## src/rtl/sarray_pkg.sv

```systemverilog
// Shared types for the systolic array front-end sequencers:
// tile instruction encodings, sequencer FSM states and default sizes.
package sarray_pkg;

  localparam int DEF_ADDR_W   = 64;
  localparam int DEF_DATA_W   = 512;
  localparam int DEF_MAX_ROWS = 64;
  localparam int DEF_MAX_OUT  = 8;
  localparam int DEF_PREC_W   = 2;

  typedef enum logic [1:0] {
    TINST_TMMA     = 2'd0,
    TINST_PRELOADA = 2'd1,
    TINST_PRELOADC = 2'd2,
    TINST_RSVD     = 2'd3
  } tinst_e;

  typedef enum logic [1:0] {
    S_IDLE  = 2'd0,
    S_RUN   = 2'd1,
    S_DRAIN = 2'd2,
    S_DONE  = 2'd3
  } state_e;

endpackage

```

## src/rtl/sarray_load_seq_if.sv

```systemverilog
// Bundle of the load sequencer's instruction, ar/r, A-buffer,
// stream and completion signals. slave = sequencer side.
interface sarray_load_seq_if #(
  parameter int ADDR_W   = 64,
  parameter int DATA_W   = 512,
  parameter int MAX_ROWS = 64,
  parameter int PREC_W   = 2
);
  localparam int CNT_W = $clog2(MAX_ROWS);

  logic              inst_valid_i;
  logic              inst_ready_o;
  logic [1:0]        inst_type_i;
  logic [ADDR_W-1:0] inst_base_i;
  logic [ADDR_W-1:0] inst_stride_i;
  logic [CNT_W:0]    inst_rows_i;
  logic [PREC_W-1:0] inst_prec_i;
  logic              inst_acc_i;

  logic              ar_valid_o;
  logic              ar_ready_i;
  logic [ADDR_W-1:0] ar_addr_o;

  logic              r_valid_i;
  logic              r_ready_o;
  logic [DATA_W-1:0] r_data_i;

  logic              buf_wr_valid_o;
  logic              buf_wr_id_o;
  logic [CNT_W-1:0]  buf_wr_addr_o;
  logic [DATA_W-1:0] buf_wr_data_o;
  logic              abuf_rd_id_o;

  logic              st_valid_o;
  logic              st_ready_i;
  logic              st_type_o;
  logic [CNT_W-1:0]  st_cnt_o;
  logic [PREC_W-1:0] st_prec_o;
  logic              st_acc_o;
  logic [DATA_W-1:0] st_data_o;

  logic              done_o;
  logic [1:0]        done_type_o;

  modport slave (
    input  inst_valid_i, inst_type_i, inst_base_i,
    input  inst_stride_i, inst_rows_i, inst_prec_i,
    input  inst_acc_i, ar_ready_i, r_valid_i,
    input  r_data_i, st_ready_i,
    output inst_ready_o, ar_valid_o, ar_addr_o,
    output r_ready_o, buf_wr_valid_o, buf_wr_id_o,
    output buf_wr_addr_o, buf_wr_data_o, abuf_rd_id_o,
    output st_valid_o, st_type_o, st_cnt_o,
    output st_prec_o, st_acc_o, st_data_o,
    output done_o, done_type_o
  );

  modport master (
    output inst_valid_i, inst_type_i, inst_base_i,
    output inst_stride_i, inst_rows_i, inst_prec_i,
    output inst_acc_i, ar_ready_i, r_valid_i,
    output r_data_i, st_ready_i,
    input  inst_ready_o, ar_valid_o, ar_addr_o,
    input  r_ready_o, buf_wr_valid_o, buf_wr_id_o,
    input  buf_wr_addr_o, buf_wr_data_o, abuf_rd_id_o,
    input  st_valid_o, st_type_o, st_cnt_o,
    input  st_prec_o, st_acc_o, st_data_o,
    input  done_o, done_type_o
  );

endinterface

```

## src/rtl/sarray_credit_cnt.sv

```systemverilog
// Up/down outstanding-request counter with a full flag; used by
// the load and store sequencers to bound in-flight reads/writes.
module sarray_credit_cnt #(
  parameter  int MAX = 8,
  localparam int W   = $clog2(MAX + 1)
) (
  input  logic         clk,
  input  logic         rst_n,
  input  logic         clr,
  input  logic         inc,
  input  logic         dec,
  output logic [W-1:0] cnt,
  output logic         full
);

  logic up;
  logic dn;

  assign full = (cnt == W'(MAX));
  assign up   = inc && !full;
  assign dn   = dec && (cnt != '0);

  always_ff @(posedge clk or negedge rst_n) begin
    if (!rst_n) begin
      cnt <= '0;
    end else if (clr) begin
      cnt <= '0;
    end else if (up && !dn) begin
      cnt <= cnt + W'(1);
    end else if (dn && !up) begin
      cnt <= cnt - W'(1);
    end
  end

endmodule

```

## src/rtl/sarray_load_seq.sv

```systemverilog
// Tile-load sequencer: strided row reads on ar/r, routed to the
// double-buffered A-buffer or to the left/top shift stream.
module sarray_load_seq
  import sarray_pkg::*;
#(
  parameter int ADDR_W   = DEF_ADDR_W,
  parameter int DATA_W   = DEF_DATA_W,
  parameter int MAX_ROWS = DEF_MAX_ROWS,
  parameter int MAX_OUT  = DEF_MAX_OUT,
  parameter int PREC_W   = DEF_PREC_W
) (
  input logic           clk,
  input logic           rst_n,
  sarray_load_seq_if.slave bus
);

  localparam int CNT_W = $clog2(MAX_ROWS);
  localparam int ROW_W = CNT_W + 1;
  localparam int OUT_W = $clog2(MAX_OUT + 1);

  state_e            state;
  state_e            nxt;
  tinst_e            type_r;
  tinst_e            type_in;
  logic [ADDR_W-1:0] addr_r;
  logic [ADDR_W-1:0] stride_r;
  logic [ROW_W-1:0]  rows_r;
  logic [ROW_W-1:0]  ar_cnt;
  logic [ROW_W-1:0]  r_cnt;
  logic [PREC_W-1:0] prec_r;
  logic              acc_r;
  logic              wr_bank;
  logic              rd_bank;
  logic [OUT_W-1:0]  out_cnt;
  logic              credit_full;
  logic [DATA_W-1:0] row_data;

  logic active;
  logic is_pa;
  logic accept;
  logic ar_valid;
  logic ar_hs;
  logic r_ready;
  logic r_hs;
  logic done;

  assign type_in  = tinst_e'(bus.inst_type_i);
  assign active   = (state == S_RUN) || (state == S_DRAIN);
  assign is_pa    = (type_r == TINST_PRELOADA);
  assign accept   = (state == S_IDLE) && bus.inst_valid_i;
  assign ar_valid = (state == S_RUN) && (ar_cnt < rows_r)
                 && !credit_full;
  assign ar_hs    = ar_valid && bus.ar_ready_i;
  assign r_ready  = active && (is_pa || bus.st_ready_i);
  assign r_hs     = bus.r_valid_i && r_ready;
  assign row_data = bus.r_data_i;

  sarray_credit_cnt #(
    .MAX (MAX_OUT)
  ) u_credit (
    .clk  (clk),
    .rst_n(rst_n),
    .clr  (accept),
    .inc  (ar_hs),
    .dec  (r_hs),
    .cnt  (out_cnt),
    .full (credit_full)
  );

  always_ff @(posedge clk or negedge rst_n) begin
    if (!rst_n) state <= S_IDLE;
    else        state <= nxt;
  end

  always_comb begin
    nxt  = state;
    done = 1'b0;
    unique case (state)
      S_IDLE: begin
        if (accept) begin
          if (bus.inst_rows_i == '0 || type_in == TINST_RSVD)
            nxt = S_DONE;
          else
            nxt = S_RUN;
        end
      end
      S_RUN: begin
        // leave as soon as the last request is handed off
        if (ar_cnt + ROW_W'(ar_hs) == rows_r) nxt = S_DRAIN;
      end
      S_DRAIN: begin
        if (r_cnt == rows_r) nxt = S_DONE;
      end
      S_DONE: begin
        done = 1'b1;
        nxt  = S_IDLE;
      end
      default: nxt = S_IDLE;
    endcase
  end

  always_ff @(posedge clk or negedge rst_n) begin
    if (!rst_n) begin
      type_r   <= TINST_TMMA;
      addr_r   <= '0;
      stride_r <= '0;
      rows_r   <= '0;
      prec_r   <= '0;
      acc_r    <= 1'b0;
      ar_cnt   <= '0;
      r_cnt    <= '0;
      wr_bank  <= 1'b0;
      rd_bank  <= 1'b0;
    end else begin
      if (accept) begin
        type_r   <= type_in;
        addr_r   <= bus.inst_base_i;
        stride_r <= bus.inst_stride_i;
        rows_r   <= bus.inst_rows_i;
        prec_r   <= bus.inst_prec_i;
        acc_r    <= bus.inst_acc_i;
        ar_cnt   <= '0;
        r_cnt    <= '0;
        if (type_in == TINST_PRELOADA) wr_bank <= ~wr_bank;
      end
      if (ar_hs) begin
        addr_r <= addr_r + stride_r;
        ar_cnt <= ar_cnt + ROW_W'(1);
      end
      if (r_hs) r_cnt <= r_cnt + ROW_W'(1);
      // TMMA reads switch to the new bank only once it is complete
      if (done && is_pa) rd_bank <= wr_bank;
    end
  end

  assign bus.inst_ready_o   = (state == S_IDLE);
  assign bus.ar_valid_o     = ar_valid;
  assign bus.ar_addr_o      = addr_r;
  assign bus.r_ready_o      = r_ready;
  assign bus.buf_wr_valid_o = r_hs && is_pa;
  assign bus.buf_wr_id_o    = wr_bank;
  assign bus.buf_wr_addr_o  = r_cnt[CNT_W-1:0];
  assign bus.buf_wr_data_o  = row_data;
  assign bus.abuf_rd_id_o   = rd_bank;
  assign bus.st_valid_o     = bus.r_valid_i && active && !is_pa;
  assign bus.st_type_o      = (type_r == TINST_PRELOADC);
  assign bus.st_cnt_o       = r_cnt[CNT_W-1:0];
  assign bus.st_prec_o      = prec_r;
  assign bus.st_acc_o       = acc_r;
  assign bus.st_data_o      = row_data;
  assign bus.done_o         = done;
  assign bus.done_type_o    = done ? type_r : 2'b00;

endmodule

```

## src/flat_wrapper.sv

```systemverilog
// flat-port wrapper written by rule: the top's interface ports become plain ports
module sarray_load_seq_flat import sarray_pkg::*;
#(
  parameter int ADDR_W   = DEF_ADDR_W,
  parameter int DATA_W   = DEF_DATA_W,
  parameter int MAX_ROWS = DEF_MAX_ROWS,
  parameter int MAX_OUT  = DEF_MAX_OUT,
  parameter int PREC_W   = DEF_PREC_W
)
  (clk, rst_n, bus_inst_valid_i, bus_inst_type_i, bus_inst_base_i, bus_inst_stride_i, bus_inst_rows_i, bus_inst_prec_i, bus_inst_acc_i, bus_ar_ready_i, bus_r_valid_i, bus_r_data_i, bus_st_ready_i, bus_inst_ready_o, bus_ar_valid_o, bus_ar_addr_o, bus_r_ready_o, bus_buf_wr_valid_o, bus_buf_wr_id_o, bus_buf_wr_addr_o, bus_buf_wr_data_o, bus_abuf_rd_id_o, bus_st_valid_o, bus_st_type_o, bus_st_cnt_o, bus_st_prec_o, bus_st_acc_o, bus_st_data_o, bus_done_o, bus_done_type_o);
  sarray_load_seq_if #(.ADDR_W(ADDR_W), .DATA_W(DATA_W), .MAX_ROWS(MAX_ROWS), .PREC_W(PREC_W)) bus_i ();
  input logic clk;
  input logic rst_n;
  input wire logic [$bits(bus_i.inst_valid_i)-1:0] bus_inst_valid_i;
  input wire logic [$bits(bus_i.inst_type_i)-1:0] bus_inst_type_i;
  input wire logic [$bits(bus_i.inst_base_i)-1:0] bus_inst_base_i;
  input wire logic [$bits(bus_i.inst_stride_i)-1:0] bus_inst_stride_i;
  input wire logic [$bits(bus_i.inst_rows_i)-1:0] bus_inst_rows_i;
  input wire logic [$bits(bus_i.inst_prec_i)-1:0] bus_inst_prec_i;
  input wire logic [$bits(bus_i.inst_acc_i)-1:0] bus_inst_acc_i;
  input wire logic [$bits(bus_i.ar_ready_i)-1:0] bus_ar_ready_i;
  input wire logic [$bits(bus_i.r_valid_i)-1:0] bus_r_valid_i;
  input wire logic [$bits(bus_i.r_data_i)-1:0] bus_r_data_i;
  input wire logic [$bits(bus_i.st_ready_i)-1:0] bus_st_ready_i;
  output wire logic [$bits(bus_i.inst_ready_o)-1:0] bus_inst_ready_o;
  output wire logic [$bits(bus_i.ar_valid_o)-1:0] bus_ar_valid_o;
  output wire logic [$bits(bus_i.ar_addr_o)-1:0] bus_ar_addr_o;
  output wire logic [$bits(bus_i.r_ready_o)-1:0] bus_r_ready_o;
  output wire logic [$bits(bus_i.buf_wr_valid_o)-1:0] bus_buf_wr_valid_o;
  output wire logic [$bits(bus_i.buf_wr_id_o)-1:0] bus_buf_wr_id_o;
  output wire logic [$bits(bus_i.buf_wr_addr_o)-1:0] bus_buf_wr_addr_o;
  output wire logic [$bits(bus_i.buf_wr_data_o)-1:0] bus_buf_wr_data_o;
  output wire logic [$bits(bus_i.abuf_rd_id_o)-1:0] bus_abuf_rd_id_o;
  output wire logic [$bits(bus_i.st_valid_o)-1:0] bus_st_valid_o;
  output wire logic [$bits(bus_i.st_type_o)-1:0] bus_st_type_o;
  output wire logic [$bits(bus_i.st_cnt_o)-1:0] bus_st_cnt_o;
  output wire logic [$bits(bus_i.st_prec_o)-1:0] bus_st_prec_o;
  output wire logic [$bits(bus_i.st_acc_o)-1:0] bus_st_acc_o;
  output wire logic [$bits(bus_i.st_data_o)-1:0] bus_st_data_o;
  output wire logic [$bits(bus_i.done_o)-1:0] bus_done_o;
  output wire logic [$bits(bus_i.done_type_o)-1:0] bus_done_type_o;
  assign bus_i.inst_valid_i = bus_inst_valid_i;
  assign bus_i.inst_type_i = bus_inst_type_i;
  assign bus_i.inst_base_i = bus_inst_base_i;
  assign bus_i.inst_stride_i = bus_inst_stride_i;
  assign bus_i.inst_rows_i = bus_inst_rows_i;
  assign bus_i.inst_prec_i = bus_inst_prec_i;
  assign bus_i.inst_acc_i = bus_inst_acc_i;
  assign bus_i.ar_ready_i = bus_ar_ready_i;
  assign bus_i.r_valid_i = bus_r_valid_i;
  assign bus_i.r_data_i = bus_r_data_i;
  assign bus_i.st_ready_i = bus_st_ready_i;
  assign bus_inst_ready_o = bus_i.inst_ready_o;
  assign bus_ar_valid_o = bus_i.ar_valid_o;
  assign bus_ar_addr_o = bus_i.ar_addr_o;
  assign bus_r_ready_o = bus_i.r_ready_o;
  assign bus_buf_wr_valid_o = bus_i.buf_wr_valid_o;
  assign bus_buf_wr_id_o = bus_i.buf_wr_id_o;
  assign bus_buf_wr_addr_o = bus_i.buf_wr_addr_o;
  assign bus_buf_wr_data_o = bus_i.buf_wr_data_o;
  assign bus_abuf_rd_id_o = bus_i.abuf_rd_id_o;
  assign bus_st_valid_o = bus_i.st_valid_o;
  assign bus_st_type_o = bus_i.st_type_o;
  assign bus_st_cnt_o = bus_i.st_cnt_o;
  assign bus_st_prec_o = bus_i.st_prec_o;
  assign bus_st_acc_o = bus_i.st_acc_o;
  assign bus_st_data_o = bus_i.st_data_o;
  assign bus_done_o = bus_i.done_o;
  assign bus_done_type_o = bus_i.done_type_o;
  sarray_load_seq #(.ADDR_W(ADDR_W), .DATA_W(DATA_W), .MAX_ROWS(MAX_ROWS), .MAX_OUT(MAX_OUT), .PREC_W(PREC_W)) u_core (.clk(clk), .rst_n(rst_n), .bus(bus_i));
endmodule
```

## config.mk

```make
export PLATFORM = sky130hd
export DESIGN_NAME = sarray_load_seq_flat
export DESIGN_NICKNAME = d
export VERILOG_FILES = /design/src/rtl/sarray_pkg.sv /design/src/rtl/sarray_load_seq_if.sv /design/src/rtl/sarray_credit_cnt.sv /design/src/rtl/sarray_load_seq.sv /design/src/flat_wrapper.sv
export SDC_FILE = /design/constraint.sdc
export NUM_CORES = 1
export LEC_CHECK = 0
export BUFFER_PORTS_ARGS = -buffer_cell sky130_fd_sc_hd__buf_2
export CORE_AREA = 3 3 682 684
export DETAILED_ROUTE_END_ITERATION = 8
export DIE_AREA = 0 0 685 687
export HOLD_SLACK_MARGIN = 0.02
export SYNTH_ARGS = -nofsm -noshare
export SYNTH_HDL_FRONTEND = slang
export SYNTH_SLANG_ARGS = --single-unit
```

## constraint.sdc

```tcl
create_clock -name clk -period 3.4 [get_ports clk]
set_input_delay 0 -clock clk [delete_from_list [all_inputs] [get_ports clk]]
set_output_delay 0 -clock clk [all_outputs]
set_load 0.005 [all_outputs]
```

# After elaboration in Yosys (flattened, before gate mapping)
# Index checks and enable logic that the tools add are counted.
dict set report word_totals {
  ff_bits 162
  input_bits 658
  out_inout_bits 1114
  wordCells 77
}
dict set report classes {
  add_sub_neg 6
  magnitude_cmp 1
  eq_ne 13
  muxes 15
  n_bitwise 1
  reduce_logical 29
}
# cell n
set ops {}
lappend ops {{2-to-1 mux 64 bit} 2}
lappend ops {{adder 64 bit} 1}
lappend ops {{2-to-1 mux 7 bit} 3}
lappend ops {{adder 7 x 1 -> 7 bit (second input constant)} 2}
lappend ops {{== test 7 bit} 2}
lappend ops {{logical AND 1 bit} 14}
lappend ops {{2-to-1 mux 4 bit} 3}
lappend ops {{2-to-1 mux 2 bit} 5}
lappend ops {{== test 2 bit (second input constant)} 4}
lappend ops {{one-hot mux 2 bit (4 select lines)} 1}
lappend ops {{adder 7 x 1 -> 7 bit} 1}
lappend ops {{zero test 7 bit} 1}
lappend ops {{less-than comparator 7 bit} 1}
lappend ops {{== test 2 x 1 -> 1 bit (second input constant)} 3}
lappend ops {{adder 4 x 1 -> 4 bit (second input constant)} 1}
lappend ops {{== test 4 bit (second input constant)} 1}
lappend ops {{zero test 1 bit} 4}
lappend ops {{!= test 2 bit (second input constant)} 2}
lappend ops {{nonzero test 2 bit} 2}
lappend ops {{nonzero test 4 bit} 1}
lappend ops {{subtractor 4 x 1 -> 4 bit (second input constant)} 1}
lappend ops {{logical OR 1 bit} 3}
lappend ops {{AND reduction 3 bit} 1}
lappend ops {{nonzero test 3 bit} 1}
lappend ops {{other kinds (5)} 5}

# Logic depth before layout (Yosys ltp)
dict set report depth {
  word_depth 10
  depth_mapped 18
  ltp_nobuf 16
}

# Hierarchy
# From an unflattened synthesis, not the netlist that was laid out.
dict set report unflattened {
  hier_cells 2476
  area_unflattened_um2 19094.6
}
# mod instances cells_each area_each_um2 seq_area_each_um2
set modules_own_cells {}
lappend modules_own_cells {sarray_load_seq 1 2444 18793.0 3953.8}
lappend modules_own_cells {sarray_credit_cnt 1 32 301.5 100.1}

# Worst setup path before layout
# Ideal clock, no wire load.
dict set report synth_path {
  path_kind {register -> register}
  from {register u_core.ar_cnt[5]}
  to {register u_core.u_credit.cnt[3]}
  setup_time_ns 0.078
  arrival_ns 3.546
  setup_slack_ns -0.224
  path_stages_with_launch 17
  path_buffers 2
  period_less_slack_ns 3.624
  cell_sequence {dfrtp_1 ha_1 a21oi_1 nor2b_1 a2111oi_0 o211ai_1 inv_1 clkbuf_8 clkbuf_1 ha_1 inv_1 ha_1 a21o_1 a21oi_1 xnor2_1 or3_1 a21oi_1}
}
dict set report synth_via {
  elab_chain_len 8
  word_cells_on_any_way 11
}
# element line
set synth_lines {}
lappend synth_lines {{start: declaration} sarray_load_seq.sv:28} ;# logic [ROW_W-1:0] ar_cnt;
lappend synth_lines {{start signal: assignment} sarray_load_seq.sv:128} ;# ar_cnt <= ar_cnt + ROW_W'(1);
lappend synth_lines {{less-than comparator 7 bit *} sarray_load_seq.sv:51} ;# assign ar_valid = (state == S_RUN) && (ar_cnt < rows_r)
lappend synth_lines {{logical AND 1 bit *} sarray_load_seq.sv:51}
lappend synth_lines {{logical AND 1 bit *} sarray_load_seq.sv:52} ;# && !credit_full;
lappend synth_lines {{logical AND 1 bit *} sarray_load_seq.sv:53} ;# assign ar_hs = ar_valid && bus.ar_ready_i;
lappend synth_lines {{logical AND 1 bit *} sarray_credit_cnt.sv:20} ;# assign up = inc && !full;
lappend synth_lines {{logical AND 1 bit or zero test 1 bit (tied branches)} {sarray_credit_cnt.sv:28, sarray_credit_cnt.sv:30}}
lappend synth_lines {{2-to-1 mux 4 bit or logical AND 1 bit (tied branches)} {sarray_credit_cnt.sv:28, sarray_credit_cnt.sv:30}}
lappend synth_lines {{2-to-1 mux 4 bit or nonzero test 3 bit (tied branches)} n/a}
lappend synth_lines {{end signal: assignment} sarray_credit_cnt.sv:29} ;# cnt <= cnt + W'(1);
lappend synth_lines {{end signal: assignment} sarray_credit_cnt.sv:31} ;# cnt <= cnt - W'(1);
lappend synth_lines {{end: declaration} sarray_credit_cnt.sv:12} ;# output logic [W-1:0] cnt,
# Every way passes the cells marked *; elsewhere a longest branch is shown, timed or not.
# A chain may end at the register's enable or synchronous reset.

# Worst setup path after layout
dict set report layout_path {
  from {register u_core.addr_r[8] (netlist: u_core.bus.ar_addr_o[8])}
  to {register u_core.addr_r[58] (netlist: u_core.bus.ar_addr_o[58])}
}
dict set report layout_via {
  elab_chain_len 2
}
# element line
set layout_lines {}
lappend layout_lines {{start: declaration} sarray_load_seq.sv:25} ;# logic [ADDR_W-1:0] addr_r;
lappend layout_lines {{start signal: assignment} sarray_load_seq.sv:117} ;# addr_r <= bus.inst_base_i;
lappend layout_lines {{start signal: assignment} sarray_load_seq.sv:127} ;# addr_r <= addr_r + stride_r;
lappend layout_lines {{adder 64 bit} sarray_load_seq.sv:127}
lappend layout_lines {{2-to-1 mux 64 bit} sarray_load_seq.sv:126} ;# if (ar_hs) begin
# Every way passes these cells.

==> reports/qor.csv <==
stage,metric,value,unit
place,gp_congestion,0.832,
grt,grt_pass1_wl,356000,µm
grt,antenna_found_initial,158,
cells_and_area,multi_input_area,0.00713,mm²
floorplanning,num_rows,249,
route,wl_met3,78000,µm
route,wl_met2,131000,µm
cells_and_area,synthToLayoutAreaGrowth,52.3,%
place,dp_hpwl,286000,µm
pwr,p_per_area,465,mW/mm²
synth,synth_fp_nets,3233,
job,drv_cap,0,
run_status,status,finished clean,
floorplanning,io_pins,1772,
cells_and_area,final_area,0.0291,mm²
clocking,clockBufferDepth,3,
cells_and_area,num-nets-final,3173,
grt,grt_max_degree,104,
timing,slew_viol_final,0,
cells_and_area,n_fill_cell,54000,
clocking,cts_root_buffer,clkbuf_16,
route,drc,0,
floorplanning,core,0.460,mm²
floorplanning,die_w,685,µm
worst_setup_path,cp_data_required_time,3810,ps
synth,synth_edf_count,0,
floorplanning,die_area,0.471,mm²
timing,finClkSkew,34.1,ps
grt,overflow,0,
route,wire_per_inst,36.5,µm
cells_and_area,final_layout_size_suffix_gt1_share,19.4,%
worst_setup_path,cp.arrival,3800,ps
synth,yosys_warnings,0,
floorplanning,start_util,4.16,%
clocking,cts_made_buffers,25,
place,placed_area,0.0209,mm²
cells_and_area,final_common_cell,dlygate4sd3_1,
route,met1Wirelength,99800,µm
cells_and_area,final_cell_mix,"659 x dlygate4sd3_1, 428 x nand2_1, 234 x buf_2, 161 x dfrtp_1, 107 x buf_4",
clocking,cts_tree,built,
timing,fmax,295,MHz
synth,synth_cell_types,70,
grt,grt_use_total,12.9,%
route,maxUsedRoutingLayer,met5,
timing,period_needed,3390,ps
route,via_per_inst,2.14,
route,via_count,18700,
synth,ys_ff_latch,162,
timing,worst_pin_slew,1220,ps
clocking,clkTransAtPathRegs,70,ps
worst_setup_path,endpoint_kind,flip-flop,
timing,setup_ws,6.38,ps
hold_path,hp-class,in2out,
pwr,fin_total_pwr,13.6,mW
floorplanning,die_h,687,µm
pwr,vdd_ir_drop_max,0.000328,V
clocking,h-tree-depth,4,
timing,finalHoldViolations,0,
synth,seq_area_frac_synth,21.2,%
timing,rsz0062_at_grt,yes,
synth,ys.flop_type,dfrtp_1,
worst_setup_path,critPathKind,reg2reg,
clocking,clock_latency,570,ps
timing,max-slew-margin-rel,18.5,%
timing,setup_tns,0,ps
clocking,clock_sinks,162,
worst_setup_path,critPathMaxFanout,4,
timing,setup-violations-final,0,
synth,synth_area_per_cell,7.68,µm²
synth,async_flop_share,100,%
timing,period_share,99.8,%
route,drtPass1Iterations,5,
cells_and_area,regArea,0.00406,mm²
cells_and_area,final_util,6.34,%
pwr,power_leakage,10.6,nW
route,drtIter0Drc,1443,
route,ant_nets,0,
worst_setup_path,critPathLaunchType,flip-flop,
place,dp_slack,-246,ps
route,drt-total-wl,319000,µm
place,portBuffers,235,
synth,syn_inst,2492,
synth,syn-cell-area,0.0191,mm²
grt,grt_pass1_vias,17000,
[final timing paths]
| path | from | to | slack, ps | depth (start not counted) |
|---|---|---|---|---|
| setup / recovery | u_core.bus.ar_addr_o[8] | u_core.bus.ar_addr_o[58] | 6 | 12 |
| hold / removal | bus_r_data_i[173] | bus_buf_wr_data_o[173] | 20 | 0 |
| setup reg to reg | u_core.bus.ar_addr_o[8] | u_core.bus.ar_addr_o[58] | 6 | 12 |
| hold reg to reg | u_core.stride_r[29] | u_core.stride_r[29] | 480 | 2 |
| max in group asynchronous | rst_n | u_core.bus.ar_addr_o[11] | 2040 | 4 |
| min in group asynchronous | rst_n | u_core.stride_r[45] | 490 | 3 |
[critical path, cell delays in order, from the launching register on]
cell and delay (ps):
dfrtp_1 400, ha_1 350, buf_4 170, nand2_1 60
o21ai_1 130, a31oi_2 320, a211oi_4 130, or4b_4 560
buf_12 180, a211oi_4 390, o21bai_4 130, a2111oi_4 330
a211oi_2 80
[kinds of logic after synthesis]
kind of cell	after synthesis	synth area share (%)
AO/OA/AOI/OAI	362	11.9
XOR/XNOR	70	3.20
adder cells (fa/ha/maj)	83	5.51
buffers and inverters	1147	43.2
flip-flops	162	21.2
multiplexers	5	0.275
AND/OR/NAND/NOR	663	14.7
[state kept, by name, indices dropped and copies added (netlist names)]
register and cells:
u_core.ar_cnt 7, u_core.bus.abuf_rd_id_o 1, u_core.bus.ar_addr_o 64, u_core.bus.buf_wr_id_o 1
u_core.bus.st_acc_o 1, u_core.bus.st_prec_o 2, u_core.r_cnt 7, u_core.rows_r 7
u_core.state 2, u_core.stride_r 64, u_core.type_r 2, u_core.u_credit.cnt 4
[power by group]
group,switching (mW),total [mW],internal (mW)
registers,0.362,2.60,2.24
logic,5.59,8.25,2.66
clock network,1.07,2.71,1.64
total,7.02,13.6,6.54
[layer usage]
layer / up-vias / GRT usage, %
met5: - / 1.39
met2: 2013 / 18.7
met4: 50 / 3.03
li1: 7212 / -
met1: 8991 / 11.5
met3: 404 / 15.0
[Yosys cell counts, types with 3 or more instances]
library cell	count	area [µm²]
nor4_1	6	37.5
a31oi_1	46	288
or2_2	6	37.5
nand3_1	25	125
o21a_1	10	75.1
nand2_1	429	1610
buf_1	9	33.8
nand4_1	24	150
or3_1	5	31.3
a211oi_1	9	67.6
clkbuf_1	57	214
ha_1	81	1010
a31o_2	4	35.0
o211ai_1	8	60.1
nor2b_1	5	31.3
a21oi_1	107	536
buf_6	4	45.0
a21o_1	38	285
o31ai_1	5	37.5
a21boi_0	5	37.5
buf_4	1037	7780
mux2i_1	3	30.0
dfrtp_1	162	4050
xor2_1	24	210
o41ai_1	4	35.0
nand2b_1	4	25.0
inv_1	36	135
and3_1	33	206
nor3_1	13	65.1
nor2_1	94	353
and2_1	7	43.8
a22oi_1	3	22.5
o21ai_0	83	415
o21bai_1	12	90.1
xnor2_1	46	403
[area by class of cell]
| type | count | share of cell area (%) |
|---|---|---|
| inverter | 36 | 0.464 |
| antenna | 131 | 1.13 |
| sequential | 162 | 13.9 |
| clock buffer | 27 | 2.21 |
| timing repair buffer | 1024 | 31.0 |
| tap | 6149 | 26.4 |
| multi-input combinational | 1183 | 24.5 |
| clock inverter | 5 | 0.429 |
[stage by stage]
| stage | cells | hold slack (ps) |
|---|---|---|
| 2_1_floorplan | 2492 | -296 |
| 3_3_place_gp | 7873 | 0.0991 |
| 3_5_place_dp | 7873 | 0.0991 |
| 4_1_cts | 8556 | 20.3 |
| 5_1_grt | 8611 | 19.9 |
| 6_report | 8717 | 21.6 |
[timing repair]
item	4_1_cts	5_1_grt
cloned	0	0
pin swaps	6	11
buffers inserted	4	11
gates resized for setup	15	46
setup endpoints to repair	15	20
hold endpoints to repair	1218	24
hold buffers	647	19
Note: power is estimated with default switching activity, not from simulation.
